--- src/rtl/heichips25_uart_bridge.sv ---
// UART receive bridge for a tiny-wrapper slot: an 8N1 rx pin feeds a small FIFO that is popped over the bidir pins.
// Define HEICHIPS25_UART_PARITY_EN to receive 8E1 frames instead of 8N1.
module heichips25_uart_bridge #(
  parameter int CLKS_PER_BIT = 16,
  parameter int FIFO_DEPTH   = 4
) (
  input  logic       clk,
  input  logic       rst_n,
  input  logic       ena,
  input  logic [7:0] ui_in,
  input  logic [7:0] uio_in,
  output logic [7:0] uo_out,
  output logic [7:0] uio_out,
  output logic [7:0] uio_oe
);

  localparam int PTR_W  = $clog2(FIFO_DEPTH);
  localparam int CNT_W  = PTR_W + 1;
  localparam int TICK_W = $clog2(CLKS_PER_BIT);

  localparam logic [TICK_W-1:0] HALF_TICK = TICK_W'(CLKS_PER_BIT / 2 - 1);
  localparam logic [TICK_W-1:0] FULL_TICK = TICK_W'(CLKS_PER_BIT - 1);
  localparam logic [CNT_W-1:0]  DEPTH_CNT = CNT_W'(FIFO_DEPTH);

  typedef enum logic [2:0] {
    ST_IDLE,
    ST_START,
    ST_DATA,
`ifdef HEICHIPS25_UART_PARITY_EN
    ST_PARITY,
`endif
    ST_STOP
  } state_t;

  state_t state;

  logic              rx_meta, rx_sync, rx_prev;
  logic              pop_meta, pop_sync, pop_prev;
  logic [TICK_W-1:0] tick;
  logic [2:0]        bit_idx;
  logic [7:0]        shift;
  logic              frame_err;
  logic              overrun;

  logic [7:0]        mem [FIFO_DEPTH];
  logic [PTR_W-1:0]  wr_ptr, rd_ptr;
  logic [CNT_W-1:0]  count;

  logic clear;
  logic rx_fall;
  logic stop_tick;
  logic parity_ok;
  logic frame_ok;
  logic push_req;
  logic valid;
  logic full;
  logic do_pop;
  logic do_push;
  logic rx_busy;
  logic [3:0] count_ext;
  logic [2:0] fill;
  logic unused_pins;

  // Both pad inputs are asynchronous to clk; rx idles high so its chain resets to 1.
  always_ff @(posedge clk or negedge rst_n) begin
    if (!rst_n) begin
      rx_meta  <= 1'b1;
      rx_sync  <= 1'b1;
      rx_prev  <= 1'b1;
      pop_meta <= 1'b0;
      pop_sync <= 1'b0;
      pop_prev <= 1'b0;
    end else begin
      rx_meta  <= ui_in[0];
      rx_sync  <= rx_meta;
      rx_prev  <= rx_sync;
      pop_meta <= uio_in[1];
      pop_sync <= pop_meta;
      pop_prev <= pop_sync;
    end
  end

  assign clear     = ui_in[1];
  assign rx_fall   = rx_prev & ~rx_sync;
  assign stop_tick = (state == ST_STOP) && (tick == FULL_TICK);

`ifdef HEICHIPS25_UART_PARITY_EN
  logic par_bit;
  assign parity_ok = ~(^{shift, par_bit});
`else
  assign parity_ok = 1'b1;
`endif

  assign frame_ok = rx_sync & parity_ok;
  assign push_req = ena & stop_tick & frame_ok;
  assign valid    = (count != '0);
  assign full     = (count == DEPTH_CNT);
  assign do_pop   = ena & pop_sync & ~pop_prev & valid;
  // A push into a full FIFO still lands when the head leaves in the same cycle.
  assign do_push  = push_req & (~full | do_pop);

  always_ff @(posedge clk or negedge rst_n) begin
    if (!rst_n) begin
      state     <= ST_IDLE;
      tick      <= '0;
      bit_idx   <= 3'd0;
      shift     <= 8'h00;
      frame_err <= 1'b0;
`ifdef HEICHIPS25_UART_PARITY_EN
      par_bit   <= 1'b0;
`endif
    end else if (clear) begin
      state     <= ST_IDLE;
      tick      <= '0;
      frame_err <= 1'b0;
    end else if (!ena) begin
      state <= ST_IDLE;
      tick  <= '0;
    end else begin
      case (state)
        ST_IDLE: begin
          if (rx_fall) begin
            state <= ST_START;
            tick  <= '0;
          end
        end
        // A start bit that is high again at mid-bit was a glitch.
        ST_START: begin
          if (tick == HALF_TICK) begin
            tick    <= '0;
            bit_idx <= 3'd0;
            state   <= rx_sync ? ST_IDLE : ST_DATA;
          end else begin
            tick <= tick + 1'b1;
          end
        end
        ST_DATA: begin
          if (tick == FULL_TICK) begin
            tick    <= '0;
            shift   <= {rx_sync, shift[7:1]};
            bit_idx <= bit_idx + 1'b1;
            if (bit_idx == 3'd7) begin
`ifdef HEICHIPS25_UART_PARITY_EN
              state <= ST_PARITY;
`else
              state <= ST_STOP;
`endif
            end
          end else begin
            tick <= tick + 1'b1;
          end
        end
`ifdef HEICHIPS25_UART_PARITY_EN
        ST_PARITY: begin
          if (tick == FULL_TICK) begin
            tick    <= '0;
            par_bit <= rx_sync;
            state   <= ST_STOP;
          end else begin
            tick <= tick + 1'b1;
          end
        end
`endif
        ST_STOP: begin
          if (tick == FULL_TICK) begin
            tick  <= '0;
            state <= ST_IDLE;
            if (!frame_ok) frame_err <= 1'b1;
          end else begin
            tick <= tick + 1'b1;
          end
        end
        default: begin
          state <= ST_IDLE;
          tick  <= '0;
        end
      endcase
    end
  end

  always_ff @(posedge clk or negedge rst_n) begin
    if (!rst_n) begin
      for (int i = 0; i < FIFO_DEPTH; i++) mem[i] <= 8'h00;
      wr_ptr  <= '0;
      rd_ptr  <= '0;
      count   <= '0;
      overrun <= 1'b0;
    end else if (clear) begin
      wr_ptr  <= '0;
      rd_ptr  <= '0;
      count   <= '0;
      overrun <= 1'b0;
    end else begin
      if (do_push) begin
        mem[wr_ptr] <= shift;
        wr_ptr      <= wr_ptr + 1'b1;
      end
      if (do_pop) rd_ptr <= rd_ptr + 1'b1;
      if (do_push && !do_pop) count <= count + 1'b1;
      else if (do_pop && !do_push) count <= count - 1'b1;
      if (push_req && full && !do_pop) overrun <= 1'b1;
    end
  end

  assign rx_busy   = (state != ST_IDLE);
  assign count_ext = 4'(count);
  assign fill      = (count_ext > 4'd7) ? 3'd7 : count_ext[2:0];

  assign uo_out  = valid ? mem[rd_ptr] : 8'h00;
  assign uio_out = {fill, rx_busy, frame_err, overrun, 1'b0, valid};
  assign uio_oe  = 8'hFD;

  assign unused_pins = &{1'b0, ui_in[7:2], uio_in[7:2], uio_in[0]};

endmodule

--- config.mk ---
export PLATFORM = sky130hd
export DESIGN_NAME = heichips25_uart_bridge
export DESIGN_NICKNAME = d
export VERILOG_FILES = /design/src/rtl/heichips25_uart_bridge.sv
export SDC_FILE = /design/constraint.sdc
export NUM_CORES = 1
export LEC_CHECK = 0
export CAP_MARGIN = 15
export CORE_AREA = 2 2 101 64
export DETAILED_ROUTE_END_ITERATION = 12
export DIE_AREA = 0 0 103 66
export HOLD_SLACK_MARGIN = 0.1
export PLACE_DENSITY = 0.85
export SYNTH_ARGS = -nofsm -noshare
export SYNTH_HDL_FRONTEND = slang
export SYNTH_SLANG_ARGS = --single-unit
--- constraint.sdc ---
create_clock -name clk -period 3.4 [get_ports clk]
set_input_delay 0.34 -clock clk [delete_from_list [all_inputs] [get_ports clk]]
set_output_delay 0.34 -clock clk [all_outputs]
set_load 0.01 [all_outputs]
==> metrics.txt, run 1 <==
setup repair after global routing missed its margin=no; number of optimization iterations in the first detailed-route pass=4; leakage power summed over all cells=0.001616 uW; clock sinks=64; count of antenna-violating nets left after detailed routing=0; min Tclk post-route=2.636 ns; average size of a mapped cell=12.47 um2; count of H-tree levels built during CTS=3; largest net degree at the start of global routing=37; Largest stage delay, worst path=0.73 ns; cell family with most CP delay=flip-flops; layout overhead on the synthesized area=12.10%; routability congestion estimate=0.8108; ratio of cells with drive above 1 in the final layout=0.2714; slowest library cell on the worst path=sky130_fd_sc_hd__dfrtp_1; Post CTS Setup Buffer Count=0; number of enable-type register cells in the synthesized netlist=0; relative slew slack=0.4636; critical path buffer and inverter count=1; overall die width=103 um; number of fill cells in the layout=476; antenna diode count=0; post-synthesis instance area=0.003092 mm2; global-route wire length before repair=10070 um; antenna violations before repair=0; final hold slack=0.3551 ns; distinct cell type count after synthesis=38; number of buffers added by the clock tree synthesis step=9; element type at the critical path start=flip-flop; P per Cell Area=399.8 mW/mm2; Setup-failing EPs final=0; row count=22; maximum net fanout on the critical path=10; Residual DRC=0; die span in y=66 um; Synthesis Warnings=0; Starting DRT DRC Count=115; initial cell density of the core=0.5249; Tightest Hold Check Type=reg -> reg; post-synthesis async set-or-reset flop share=1.000; Clock Skews=0.007053 ns; slew at the pin with the worst max-slew slack=0.8003 ns; data arrival time of the critical path=2.30 ns; net count reported at finish=292; Max Fclk=379.3 MHz; share of synthesized area occupied by flip-flops and latches=0.5192; ordered cell list for the critical path=mux4_2 > nor2b_1 > clkdlybuf4s50_1; worst setup path class=reg -> out; post-cts gate resize count=0; most used cells in the layout excluding fill and tap cells=sky130_fd_sc_hd__dfrtp_1, sky130_fd_sc_hd__mux2_2, sky130_fd_sc_hd__nor2_1; outcome=completed; Congestion Overflow GR=0; count of maximum capacitance violations=0; number of hold violations in the final report=0; max-slew violations=0; sum of negative setup slack=0 ns; kind of end point of the critical path=output pin; hold buffer count at CTS=1; all-layer global routing usage=0.2029; cell count after synthesis=248; Avg Vias per Cell=5.397; via count of the first global-routing pass=1962; total number of vias=1905; Die Area=0.006798 mm2; total length of routed wires=5779 um; Skew-Pair Late Insertion Delay=0.34 ns; Critical Path RT=3.06 ns; top_reg_cell synth=sky130_fd_sc_hd__dfrtp_1; CTS tree=done; Final Cycle Share=0.7753; number of input and output port buffers inserted=20; leading cell type in the layout, fill and taps excluded=sky130_fd_sc_hd__dfrtp_1; Core ar.=0.005891 mm2; IO Pins=43; clock root cell=sky130_fd_sc_hd__clkbuf_8; Clock transition at path regs=0.06 ns; worst-case vdd ir drop=0.0001948 V; DR WL/cell=16.37 um; maximum buffer depth of the clock tree=2; post-synthesis register bit count=64; half-perimeter wire length after detailed placement=3961 um
[final cells by class]
cell class	count	area (um2)	share of cell area
timing repair buffer	23	220.2	0.06354
inverter	8	30.03	0.008664
multi-input combinational	159	1338	0.3859
tap	84	105.1	0.03033
sequential	64	1605	0.4632
clock inverter	1	5.005	0.001444
clock buffer	14	162.7	0.04693
[cell families after synthesis]
kind of cell,after synthesis,share of synthesized area
flops,64,0.5192
simple gates,62,0.1077
mux,52,0.2177
buf+inv,32,0.05666
compound gates,23,0.04735
fa+ha+maj,8,0.03480
xor+xnor,5,0.01417
other cells,2,0.002429
[through the flow]
step / total power [uW] / instances / util / worst slack, ns / instance area [um2]
2_1_floorplan: 810.2 / 255 / - / 1.345 / 3118
6_report: 1386 / 353 / 0.5884 / 0.7639 / 3466
3_3_place_gp: 826.4 / 337 / 0.5582 / 0.8660 / 3288
5_1_grt: 1444 / 353 / 0.5884 / 0.6230 / 3466
4_1_cts: 1397 / 353 / 0.5884 / 0.7112 / 3466
3_5_place_dp: 827.5 / 337 / 0.5582 / 0.8180 / 3288
[layer usage]
layer  track usage  up-vias  share of wire
met5             0        -              0
met3       0.06237       10          0.033
met2        0.2800       37           0.45
met1        0.2966      984           0.50
li1              -      874              -
met4       0.08224        0          0.018
[state kept, by name (all words and copies together) (netlist names)]
signal	count
shift	8
mem	32
state	2
pop_sync	1
rd_ptr	2
overrun	1
tick	4
rx_prev	1
count	3
rx_meta	1
wr_ptr	2
pop_meta	1
bit_idx	3
frame_ok	1
pop_prev	1
frame_err	1
[where the power goes]
group	switching [uW]	leakage (uW)	internal (uW)
sequential	4.53	0.000876	768
clock	271	0.0000865	300
combinational	30.5	0.000653	11.4
[Yosys cell counts, types with 2 or more instances]
cell / number / area (um2)
sky130_fd_sc_hd__dfrtp_1: 61 / 1526
sky130_fd_sc_hd__mux2_2: 41 / 461.7
sky130_fd_sc_hd__nor2_1: 20 / 75.07
sky130_fd_sc_hd__buf_4: 14 / 105.1
sky130_fd_sc_hd__nor2b_1: 12 / 75.07
sky130_fd_sc_hd__inv_1: 8 / 30.03
sky130_fd_sc_hd__mux4_2: 8 / 180.2
sky130_fd_sc_hd__o21ai_0: 8 / 40.04
sky130_fd_sc_hd__clkbuf_1: 7 / 26.28
sky130_fd_sc_hd__ha_1: 7 / 87.58
sky130_fd_sc_hd__nand2_1: 7 / 26.28
sky130_fd_sc_hd__nor3_1: 6 / 30.03
sky130_fd_sc_hd__a21oi_1: 5 / 25.02
sky130_fd_sc_hd__nand3_1: 5 / 25.02
sky130_fd_sc_hd__a22o_1: 4 / 35.03
sky130_fd_sc_hd__dfstp_2: 3 / 78.83
sky130_fd_sc_hd__nand2_2: 3 / 18.77
sky130_fd_sc_hd__xnor2_1: 3 / 26.28
sky130_fd_sc_hd__a31oi_1: 2 / 12.51
sky130_fd_sc_hd__buf_2: 2 / 10.01
sky130_fd_sc_hd__conb_1: 2 / 7.510
sky130_fd_sc_hd__mux2i_1: 2 / 20.02
sky130_fd_sc_hd__nor3_2: 2 / 20.02
sky130_fd_sc_hd__xor2_1: 2 / 17.52
[worst paths after layout]
kind | startpoint | cells after the start | to | slack (ns)
max in group asynchronous | rst_n | 3 | rx_meta$_DFF_PN1_ | 1.88
max reg2reg | tick[0]$_DFFE_PN0P_ | 5 | mem[18]$_DFFE_PN0P_ | 1.04
min reg2reg | pop_meta$_DFF_PN0_ | 0 | pop_sync$_DFF_PN0_ | 0.36
max | rd_ptr[0]$_DFFE_PN0P_ | 3 | uo_out[5] | 0.76
min | pop_meta$_DFF_PN0_ | 0 | pop_sync$_DFF_PN0_ | 0.36
min in group asynchronous | rst_n | 2 | mem[17]$_DFFE_PN0P_ | 0.61
[worst register-to-register path: stages (launching register included)]
cell                      delay [ns]
sky130_fd_sc_hd__dfrtp_1        0.38
sky130_fd_sc_hd__ha_1           0.29
sky130_fd_sc_hd__and4_1         0.24
sky130_fd_sc_hd__nand3_1        0.18
sky130_fd_sc_hd__nor3_2         0.73
sky130_fd_sc_hd__mux2_2         0.42
No activity file was read; power rests on OpenSTA's default activity.
==> inputs of run 2 (changes only) <==
==> constraint.sdc (replaced) <==
create_clock -name clk -period 2.45 [get_ports clk]
set_input_delay 0.245 -clock clk [delete_from_list [all_inputs] [get_ports clk]]
set_output_delay 0.245 -clock clk [all_outputs]
set_load 0.01 [all_outputs]
==> run 2 against run 1 <==
Against the previous run:
- non-clock buffer count rose by 9
- clock-buffer cell count fell by 1
- total power rose by 48%
- highest routed layer unchanged
- utilization rose by 1.7 points
- largest cell class unchanged
==> metrics.txt, run 2 (synthesized netlist as in run 1, its figures left out) <==
net count reported at finish=301; count of H-tree levels built during CTS=3; Tightest Hold Check Type=in -> reg; Clock transition at path regs=0.07 ns; routability congestion estimate=0.8219; Psw=445.1 uW; number of fill cells in the layout=466; clock root cell=sky130_fd_sc_hd__clkbuf_8; Clock Skews=0.01116 ns; P per Cell Area=576.1 mW/mm2; count of maximum capacitance violations=0; area of all sequential standard cells=0.001605 mm2; Final Power=2054 uW; max-slew violations=0; count of antenna-violating nets left after detailed routing=0; Final Cycle Share=0.9393; Residual DRC=0; hold buffer count at CTS=1; Max Fclk=434.6 MHz; end of the worst register-to-register path=count[2]$_DFFE_PN0P_; Starting DRT DRC Count=129; power share of the clock group=0.446; maximum buffer depth of the clock tree=2; design area=0.003565 mm2; combinational group share of total power=0.032; half-perimeter wire length after detailed placement=4035 um; largest register by flop count=mem; combined area of the multi-input logic cells=0.001338 mm2; startpoint of the worst-slack reg-to-reg timing path=tick[0]$_DFFE_PN0P_; most used cells in the layout excluding fill and tap cells=sky130_fd_sc_hd__dfrtp_1, sky130_fd_sc_hd__mux2_2, sky130_fd_sc_hd__nor2_1; antenna diode count=0; global-route wire length before repair=9804 um; number of hold violations in the final report=0; Core ar.=0.005891 mm2; Critical Path RT=2.20 ns; worst setup path class=reg -> out; sequential share of power=0.522; largest net degree at the start of global routing=27; CTS tree=done; instance area after placement=0.003356 mm2; sum of negative setup slack=0 ns; maximum net fanout on the critical path=10; outcome=completed; min Tclk post-route=2.301 ns; layout overhead on the synthesized area=15.30%; critical path startpoint=rd_ptr[0]$_DFFE_PN0P_; total length of routed wires=5832 um; number of input and output port buffers inserted=20; kind of end point of the critical path=output pin; depth of the worst register-to-register path=8; leakage power summed over all cells=0.001678 uW; total number of vias=1965; register-to-register setup slack=0.16 ns; all-layer global routing usage=0.1988; flip-flop count of the largest register, all copies and words added=32; worst-case vdd ir drop=0.0002631 V; data arrival time of the critical path=2.06 ns; total internal power=1609 uW; IO Pins=43; Die Area=0.006798 mm2; switching power as a share of total power=0.2167; clock sinks=64; die span in y=66 um; setup repair after global routing missed its margin=no; Skew-Pair Late Insertion Delay=0.34 ns; Setup-failing EPs final=0; crit path capture=uo_out[7]; number of buffers added by the clock tree synthesis step=9; largest registers ranked by flip-flop count=mem x32, shift x8, tick x4; Avg Vias per Cell=5.413; row count=22; number of optimization iterations in the first detailed-route pass=4; leading cell type in the layout, fill and taps excluded=sky130_fd_sc_hd__dfrtp_1; element type at the critical path start=flip-flop; overall die width=103 um; ratio of cells with drive above 1 in the final layout=0.3011; Congestion Overflow GR=0; via count of the first global-routing pass=1923; DR WL/cell=16.07 um; initial cell density of the core=0.5249; Post CTS Setup Buffer Count=0; final hold slack=0.3205 ns; post-cts gate resize count=0; antenna violations before repair=0
==> run 2: cell types whose count changed in the layout (fill, tap and decap cells not counted) <==
cell | previous run | this run
sky130_fd_sc_hd__buf_4 | 2 | 11
sky130_fd_sc_hd__bufinv_16 | 0 | 1
sky130_fd_sc_hd__clkbuf_1 | 3 | 2
sky130_fd_sc_hd__clkinv_2 | 1 | 2
==> run 2: worst min-delay path by stage <==
| stage | start | end | slack [ns] | cells past startpoint |
|---|---|---|---|---|
| 2_1_floorplan | rst_n | bit_idx[0]$_DFFE_PN0P_ | -0.05 | 0 |
| 3_3_place_gp | rst_n | mem[24]$_DFFE_PN0P_ | 0.23 | 1 |
| 3_5_place_dp | rst_n | mem[24]$_DFFE_PN0P_ | 0.25 | 1 |
| 4_1_cts | ui_in[0] | rx_meta$_DFF_PN1_ | 0.31 | 1 |
| 5_1_grt | ui_in[0] | rx_meta$_DFF_PN1_ | 0.32 | 1 |
| 6_report | ui_in[0] | rx_meta$_DFF_PN1_ | 0.32 | 1 |
==> run 2: critical path: stages (launching register included) <==
cell                              delay, ns
sky130_fd_sc_hd__dfrtp_1               0.33
sky130_fd_sc_hd__buf_4                 0.23
sky130_fd_sc_hd__mux4_2                0.55
sky130_fd_sc_hd__nor2b_1               0.14
sky130_fd_sc_hd__clkdlybuf4s50_1       0.47
==> run 2: per-layer routing <==
layer | vias to the layer above | GRT usage | wire (um)
met5 | - | 0 | 0
met4 | 0 | 0.05263 | 10
met3 | 2 | 0.06977 | 267
met2 | 51 | 0.2979 | 2731
met1 | 1013 | 0.2768 | 2823
li1 | 899 | - | -
==> run 2: layout make-up <==
type                    instances  area share
inverters                       8    0.008424
clock inverters                 3     0.01123
flip-flops and latches         64      0.4503
well taps                      84     0.02948
clock buffers                  13     0.04458
repair buffers                 32     0.08073
multi-input cells             159      0.3752
==> run 2: per-stage QoR <==
stage / utilization / cells / setup slack (ns)
2_1_floorplan: - / 255 / 0.3946
3_3_place_gp: 0.5697 / 346 / 0.1750
3_5_place_dp: 0.5697 / 346 / 0.1329
4_1_cts: 0.6051 / 363 / 0.1327
5_1_grt: 0.6051 / 363 / 0.05046
6_report: 0.6051 / 363 / 0.1488
==> run 2: power groups by stage <==
| stage | combinational (uW) | sequential (uW) | clock, uW |
|---|---|---|---|
| after global routing | 74.9 | 1070 | 982 |
| after global placement | 62.2 | 1090 | 0 |
| after floorplan | 37.0 | 1090 | 0 |
| after CTS | 66.3 | 1070 | 927 |
| final | 65.3 | 1070 | 916 |
| after detailed placement | 64.5 | 1090 | 0 |
